==> src/rtl/if_stage_pkg.sv <==
// Shared definitions for the instruction-fetch stage: word widths, reset/bubble
// defaults, the next-PC select encoding and the redirect alignment helper.
package if_stage_pkg;

  localparam int unsigned INSTR_W = 32;
  localparam int unsigned ADDR_W  = 32;

  // Opcode field position within an instruction word (consumed by the main decoder)
  localparam int unsigned OPCODE_MSB = 31;
  localparam int unsigned OPCODE_LSB = 26;

  localparam logic [INSTR_W-1:0] NOP_INSTR_DEF = '0;
  localparam logic [ADDR_W-1:0]  RESET_PC_DEF  = '0;

  typedef enum logic [1:0] {
    PC_HOLD     = 2'd0,
    PC_REDIRECT = 2'd1,
    PC_SEQ      = 2'd2
  } pc_sel_e;

  // Force a byte address onto a word boundary
  function automatic logic [ADDR_W-1:0] align_word(input logic [ADDR_W-1:0] addr);
    return {addr[ADDR_W-1:2], 2'b00};
  endfunction

endpackage

==> src/rtl/if_stage_pc_reg.sv <==
// pc_reg: program counter with asynchronous active-low reset and a fixed
// priority next-PC mux (stall > redirect > wait state > sequential).
module pc_reg
  import if_stage_pkg::*;
#(
  parameter logic [ADDR_W-1:0] RESET_PC = RESET_PC_DEF
) (
  input  logic              clk,
  input  logic              rst_n,
  input  logic              stall,
  input  logic              redirect,
  input  logic              ready,
  input  logic [ADDR_W-1:0] target,
  output logic [ADDR_W-1:0] pc
);

  pc_sel_e           sel;
  logic [ADDR_W-1:0] pc_next;

  // Select the next-PC source in priority order
  always_comb begin
    sel = PC_SEQ;
    if (stall)         sel = PC_HOLD;
    else if (redirect) sel = PC_REDIRECT;
    else if (!ready)   sel = PC_HOLD;
  end

  // Next-PC mux; the sequential increment wraps naturally modulo 2^32
  always_comb begin
    pc_next = pc;
    case (sel)
      PC_REDIRECT: pc_next = target;
      PC_SEQ:      pc_next = pc + ADDR_W'(4);
      default:     pc_next = pc;
    endcase
  end

  // PC state register
  always_ff @(posedge clk or negedge rst_n) begin
    if (!rst_n) pc <= RESET_PC;
    else        pc <= pc_next;
  end

endmodule

==> src/rtl/if_stage.sv <==
// if_stage: instruction-fetch stage. Owns the PC (via pc_reg), drives the
// instruction-memory address and holds the IF/ID pipeline register.
// Optional feature macro: IF_ALIGN_CHECK_EN -- misaligned redirects are refused
// and reported on the sticky addr_err flag; otherwise targets are word-aligned
// and addr_err is tied low.
module if_stage
  import if_stage_pkg::*;
#(
  parameter logic [ADDR_W-1:0]  RESET_PC  = RESET_PC_DEF,
  parameter logic [INSTR_W-1:0] NOP_INSTR = NOP_INSTR_DEF
) (
  input  logic               clk,
  input  logic               rst_n,
  input  logic               stall_d,
  input  logic               flush_d,
  input  logic               redirect_valid,
  input  logic [ADDR_W-1:0]  redirect_pc,
  output logic               imem_en,
  output logic [ADDR_W-1:0]  imem_addr,
  input  logic [INSTR_W-1:0] imem_rdata,
  input  logic               imem_ready,
  output logic [INSTR_W-1:0] instr_d,
  output logic [ADDR_W-1:0]  pc_plus4_d,
  output logic               valid_d,
  output logic               addr_err
);

  logic [ADDR_W-1:0] pc;
  logic [ADDR_W-1:0] pc_plus4;
  logic              pc_stall;
  logic              imem_en_q;

  assign pc_plus4  = pc + ADDR_W'(4);
  assign imem_addr = pc;
  assign imem_en   = imem_en_q;

`ifdef IF_ALIGN_CHECK_EN
  logic bad_redirect;
  logic addr_err_q;

  // A refused redirect is folded into the PC stall so the PC holds rather
  // than advancing; the IF/ID side still squashes on redirect_valid.
  assign bad_redirect = redirect_valid && (redirect_pc[1:0] != 2'b00);
  assign pc_stall     = stall_d || bad_redirect;
  assign addr_err     = addr_err_q;

  // Sticky misaligned-redirect flag; a stalled redirect is not yet acted upon
  always_ff @(posedge clk or negedge rst_n) begin
    if (!rst_n)                       addr_err_q <= 1'b0;
    else if (!stall_d && bad_redirect) addr_err_q <= 1'b1;
  end
`else
  assign pc_stall = stall_d;
  assign addr_err = 1'b0;
`endif

  pc_reg #(
    .RESET_PC (RESET_PC)
  ) u_pc_reg (
    .clk      (clk),
    .rst_n    (rst_n),
    .stall    (pc_stall),
    .redirect (redirect_valid),
    .ready    (imem_ready),
    .target   (align_word(redirect_pc)),
    .pc       (pc)
  );

  // Fetch enable rises on the first clock edge after reset release
  always_ff @(posedge clk or negedge rst_n) begin
    if (!rst_n) imem_en_q <= 1'b0;
    else        imem_en_q <= 1'b1;
  end

  // IF/ID register: flush > stall > redirect squash > wait-state bubble > load
  always_ff @(posedge clk or negedge rst_n) begin
    if (!rst_n) begin
      instr_d    <= NOP_INSTR;
      pc_plus4_d <= '0;
      valid_d    <= 1'b0;
    end else if (flush_d) begin
      instr_d <= NOP_INSTR;
      valid_d <= 1'b0;
    end else if (stall_d) begin
      instr_d    <= instr_d;
      pc_plus4_d <= pc_plus4_d;
      valid_d    <= valid_d;
    end else if (redirect_valid || !imem_ready) begin
      instr_d <= NOP_INSTR;
      valid_d <= 1'b0;
    end else begin
      instr_d    <= imem_rdata;
      pc_plus4_d <= pc_plus4;
      valid_d    <= 1'b1;
    end
  end

endmodule

==> config.mk <==
export PLATFORM = sky130hd
export DESIGN_NAME = if_stage
export DESIGN_NICKNAME = d
export VERILOG_FILES = /design/src/rtl/if_stage_pkg.sv /design/src/rtl/if_stage_pc_reg.sv /design/src/rtl/if_stage.sv
export SDC_FILE = /design/constraint.sdc
export NUM_CORES = 1
export LEC_CHECK = 0
export CAP_MARGIN = 25
export CORE_MARGIN = 4
export CORE_UTILIZATION = 30
export CTS_BUF_LIST = sky130_fd_sc_hd__clkbuf_8
export DETAILED_ROUTE_END_ITERATION = 16
export DONT_BUFFER_PORTS = 1
export GPL_TIMING_DRIVEN = 0
export PLACE_DENSITY = 0.54
export SKIP_CTS_REPAIR_TIMING = 1
export SYNTH_ARGS = -nofsm -noshare
export SYNTH_HDL_FRONTEND = slang
export SYNTH_SLANG_ARGS = --single-unit
==> constraint.sdc <==
create_clock -name clk -period 2.9 [get_ports clk]
set_clock_uncertainty 0.05 [all_clocks]
set_input_delay 0.87 -clock clk [delete_from_list [all_inputs] [get_ports clk]]
set_output_delay 0.87 -clock clk [all_outputs]
set_load 0.01 [all_outputs]
==> flow_summary.toml, run 1 <==
[clocking]
cts_tree = "yes"
cts.sinks = 94
clock_latency_ns = 0.39
clock_path_buffers = 2
h-tree-depth = 3
clk_pin_slew_ns = 0.11
cts_made_buffers = 9
clock-root-buffer = "clkbuf_8"

[yosys]
ys_types = 49
synth.top_cells.by_area = "dfrtp_1 (49%), a22o_1 (5.8%), a31oi_1 (3.1%)"
yosys_warnings = 0
synth_area_per_cell_sq_um = 9.70
synth_edf_count = 0
synthesis.area_sq_mm = 0.00483
synth_top_area_share_pct = 48.7
synth_common_cells = "dfrtp_1 (94), nand2_1 (40), nor2_1 (40)"
ys_async_sr_fraction_pct = 100
ys_ff_latch = 94
synth_ff_type = "dfrtp_1"
synth_top_area_cell = "dfrtp_1"
synthCells = 498
yosysMostFrequentCell = "dfrtp_1"
yosysSeqAreaShare_pct = 48.7

[placed_design]
place_hpwl_microns = 11900
placed_area_sq_mm = 0.00512
place_congestion = 0.898
io_buffers = 0

[global_route]
grtUsageTotal_pct = 17.5
grt_pass1_wl_microns = 24700
antenna_found_initial = 2
grt_pass1_vias = 4125
grt-ovfl-total = 0
grtUsageMet1_pct = 21.8
use_met3_pct = 6.56
grt_max_degree = 95
grt_util_met2_pct = 27.3
top_usage_layer = "met2"

[setup_path]
cp-start-kind = "flop"
cp_data_arrival_time_ns = 2.92
worstSetupEndpointType = "flop"
cp_max_fo = 10
required_ns = 3.09
path_class = "reg2reg"

[pwr]
clkPwrFrac_pct = 25.9
pwr-share-comb_pct = 18.5
powerDensity_mw_per_mm2 = 636
p_sw_share_pct = 38.1
p_leak_nw = 2.06
p_int_w = 0.00210
p_sw_w = 0.00129
sequentialPowerShare_pct = 55.7
peakVddDrop_mv = 0.221

[job]
maxCapViolCount = 0

[drt]
vias = 4151
ant_nets = 0
dr.first_iter.drc_count = 261
dr.pass1.iters = 6
wl_per_cell_microns = 22.0
remaining_drc_errors = 0
avgViaCountPerCell = 5.63
wirelength_microns = 16200

[timing]
tightest_slew_ns = 0.952
fmax_mhz = 366
fin_crit_sh_pct = 94.2
setup_violations = 0
finalSetupTns_ns = 0
final.min_clock_period_ns = 2.73
rsz0062_at_grt = "no"
maxSlewViolCount = 0
relSlewSlack_pct = 36.0
hold_viol = 0

[finish]
final_area_sq_mm = 0.00533
area_delta_synth_final_pct = 10.2
fin_nets = 587
drive_gt1_share_pct = 8.46
largest_reg_flops = 32

[worst_hold_path]
hold_class = "in2async"

[outcome]
status = "finished clean"

[floorplanning]
num_rows = 46
core_area_sq_mm = 0.0158
dieArea_sq_mm = 0.0182
start_util_pct = 30.5
die_h_microns = 135
ios = 169
dieWidth_microns = 135
## power groups by stage
stage | Sequential (W) | Combinational [W] | Clock, W
2_1_floorplan | 0.00180 | 0.000480 | 0
6_report | 0.00189 | 0.000625 | 0.000875
3_5_place_dp | 0.00192 | 0.000613 | 0
4_1_cts | 0.00190 | 0.000616 | 0.000906
3_3_place_gp | 0.00191 | 0.000599 | 0
5_1_grt | 0.00192 | 0.000696 | 0.000953
## through the flow
step                setup WS (ns)  hold slack (ns)  cells  utilization (%)  power, W
CTS                       -0.0897           0.0929    735             33.6   0.00342
detailed placement        -0.0539            0.507    719             32.4   0.00253
floorplan                   0.510            0.457    502                -   0.00228
global route               0.0377           0.0915    737             33.6   0.00357
global placement          -0.0896            0.499    718             32.3   0.00251
finish                      0.169            0.113    737             33.6   0.00339
## kinds of logic after synthesis
family / Yosys count / synth area share (%)
AND/OR/NAND/NOR: 180 / 20.2
AO/OA/AOI/OAI: 147 / 22.1
flip-flops: 94 / 48.7
buffers and inverters: 59 / 5.72
XOR/XNOR: 11 / 1.99
multiplexers: 3 / 0.621
adder cells (fa/ha/maj): 2 / 0.518
other: 2 / 0.155
## final timing paths
path,from,to,slack [ns],cells after the start
worst max-delay path,u_pc_reg.pc[3]$_DFFE_PN0P_,pc_plus4_d[30]$_DFFE_PN0P_,0.17,8
worst min-delay path,rst_n,u_pc_reg.pc[29]$_DFFE_PN0P_,0.11,0
worst max register to register,u_pc_reg.pc[3]$_DFFE_PN0P_,pc_plus4_d[30]$_DFFE_PN0P_,0.17,8
worst min register to register,pc_plus4_d[3]$_DFFE_PN0P_,pc_plus4_d[3]$_DFFE_PN0P_,0.52,2
max in group asynchronous,rst_n,pc_plus4_d[5]$_DFFE_PN0P_,2.57,0
min in group clk,pc_plus4_d[3]$_DFFE_PN0P_,pc_plus4_d[3]$_DFFE_PN0P_,0.52,2
## area by class of cell
type | count | area (sq um)
antenna | 1 | 2.50
buffer | 54 | 258
clock buffer | 9 | 124
clock inverter | 7 | 66.3
fill | 1658 | 10500
inverter | 5 | 18.8
multi-input combinational | 349 | 2220
sequential | 94 | 2350
tap | 216 | 270
timing repair buffer | 2 | 10.0
## layer usage
metal  wire length (microns)  up-vias
met2                    7550      196
met5                       7        -
met1                    6380     2028
met3                    1890       27
met4                     411        2
li1                        -     1898
## layout by cell type, fill, tap and decap left out, drive strengths merged, types with 3 or more instances in the layout
| cell | Yosys | routed |
|---|---|---|
| dfrtp | 94 | 94 |
| nand2 | 40 | 40 |
| nor2 | 40 | 40 |
| clkbuf | 30 | 39 |
| a22o | 32 | 32 |
| nand3 | 27 | 27 |
| buf | 24 | 26 |
| a31oi | 24 | 24 |
| o21ai | 18 | 18 |
| a21oi | 17 | 17 |
| or4 | 15 | 15 |
| o22a | 14 | 14 |
| o311ai | 12 | 12 |
| nor3b | 11 | 11 |
| or3 | 10 | 10 |
| o31ai | 10 | 10 |
| a22oi | 9 | 9 |
| nand4 | 9 | 9 |
| inv | 5 | 9 |
| xnor2 | 7 | 7 |
| nor3 | 6 | 6 |
| conb | 2 | 6 |
| nor4 | 6 | 6 |
| o211ai | 5 | 5 |
| and4 | 4 | 4 |
| xor2 | 4 | 4 |
| or4b | 4 | 4 |
| mux2i | 3 | 3 |
## critical path, cell delays in order, from the launching register on
cell	delay (ns)
dfrtp_2	0.48
ha_2	0.31
nand4_4	0.17
or4_1	0.50
buf_2	0.21
buf_6	0.16
clkbuf_1	0.26
o31ai_1	0.31
a31oi_1	0.11
Note: power is estimated with default switching activity, not from simulation.
==> inputs of run 2 (changes only) <==
Settings changed: CORE_MARGIN 4 to 2, GPL_TIMING_DRIVEN 0 to default, SETUP_SLACK_MARGIN from default to 0.2.
==> run 2 against run 1 <==
Compared with the run above: fmax increased by 9.5%; clock power increased by 13%; total power increased by 2.2%; sequential power about the same; routed wire length decreased by 14%; worst setup slack improved by 0.24 ns; design area decreased by 0.73%; global-route usage decreased by 1.6 points; sequential cell count unchanged.
==> flow_summary.toml, run 2 (same netlist as run 1, synthesis figures left out) <==
[drt]
wl_per_cell_microns = 19.9
wirelength_microns = 14000
vias = 3934
ant_nets = 0
avgViaCountPerCell = 5.59
dr.first_iter.drc_count = 245
remaining_drc_errors = 0
dr.pass1.iters = 4

[floorplanning]
ios = 169
num_rows = 46
dieWidth_microns = 131
dieArea_sq_mm = 0.0171
die_h_microns = 131
start_util_pct = 30.5
core_area_sq_mm = 0.0158

[finish]
drive_gt1_share_pct = 9.65
largest_reg_flops = 32
final_common_cell = "dfrtp_1"
postLayoutCoreUtil_pct = 33.4
final_cell_mix = "dfrtp_1 (94), nand2_1 (40), nor2_1 (40)"
area_delta_synth_final_pct = 9.40
fin_nets = 554
instances_no_fill = 704

[placed_design]
place_congestion = 0.805
io_buffers = 0
place_hpwl_microns = 9740
dp.cells = 686

[global_route]
grt_max_degree = 95
grtUsageTotal_pct = 15.9
grt-ovfl-total = 0
grt_pass1_vias = 3626
antenna_found_initial = 2
grt_pass1_wl_microns = 20800

[clocking]
clock_latency_ns = 0.39
clk_pin_slew_ns = 0.10
h-tree-depth = 3
cts.sinks = 94
clock-root-buffer = "clkbuf_8"
cts_tree = "yes"
clock_path_buffers = 2
cts_made_buffers = 9

[setup_path]
worstSetupEndpointType = "flop"
rr_worst_depth = 6
path_class = "reg2reg"
reg2reg_to = "pc_plus4_d[24]$_DFFE_PN0P_"
cp_data_arrival_time_ns = 2.75
cp-startpoint = "u_pc_reg.pc[2]$_DFFE_PN0P_"
rrSetupSlack_ns = 0.41
required_ns = 3.16
reg2reg_from = "u_pc_reg.pc[2]$_DFFE_PN0P_"
cp-start-kind = "flop"
cp_max_fo = 26
endpoint = "pc_plus4_d[24]$_DFFE_PN0P_"

[job]
maxCapViolCount = 0

[timing]
fmax_mhz = 401
setup_violations = 0
hold_viol = 0
finalSetupTns_ns = 0
fin_crit_sh_pct = 86.0
rsz0062_at_grt = "no"
maxSlewViolCount = 0
final.min_clock_period_ns = 2.49
relSlewSlack_pct = 47.0
tightest_slew_ns = 0.788

[pwr]
peakVddDrop_mv = 0.343
powerDensity_mw_per_mm2 = 655
p_leak_nw = 2.07

[outcome]
status = "finished clean"

[worst_hold_path]
hold_class = "in2async"
==> run 2: worst max-delay path, stage by stage (launching register included) <==
cell and delay, ns:
dfrtp_1 0.36, ha_1 0.34, nand4_4 0.18, or4_1 0.50, buf_4 0.23, or4_1 0.53, a31oi_1 0.20
==> run 2: area by class of cell <==
class	instances	area, sq um
fillers	1607	10500
flip-flops and latches	94	2350
multi-input cells	349	2230
well taps	216	270
repair buffers	23	193
clock buffers	9	124
clock inverters	7	96.3
inverters	5	18.8
diodes	1	2.50
==> run 2: worst min path at each step <==
stage | from | end | slack (ns) | depth (start not counted)
final | rst_n | imem_en$_DFF_PN0_ | 0.12 | 0
after global routing | rst_n | instr_d[16]$_DFFE_PN0P_ | 0.09 | 0
after CTS | rst_n | instr_d[14]$_DFFE_PN0P_ | 0.09 | 0
after detailed placement | valid_d$_DFFE_PN0P_ | valid_d$_DFFE_PN0P_ | 0.49 | 2
after global placement | pc_plus4_d[3]$_DFFE_PN0P_ | pc_plus4_d[3]$_DFFE_PN0P_ | 0.49 | 2
after floorplan | pc_plus4_d[14]$_DFFE_PN0P_ | pc_plus4_d[14]$_DFFE_PN0P_ | 0.46 | 2
==> run 2: report_power, final <==
group	total, W	switching, W	internal [W]
clock network	0.000988	0.000499	0.000489
logic	0.000594	0.000346	0.000248
registers	0.00188	0.000365	0.00151
total	0.00346	0.00121	0.00225
==> run 2: layer usage <==
metal	share of wire [%]	up-vias	GRT usage [%]
met5	0.079	-	0
met4	1.8	2	5.13
met3	10	20	6.64
met2	46	160	24.5
met1	42	1913	20.3
li1	-	1839	-
==> run 2: per-stage QoR <==
step                worst slack, ns  power [W]  hold slack [ns]  area (sq um)
floorplan                     0.510    0.00228            0.457          4850
global placement              0.231    0.00248            0.488          5040
detailed placement            0.195    0.00251            0.495          5060
CTS                           0.410    0.00351           0.0918          5280
global route                  0.255    0.00368           0.0859          5280
finish                        0.406    0.00346            0.120          5290
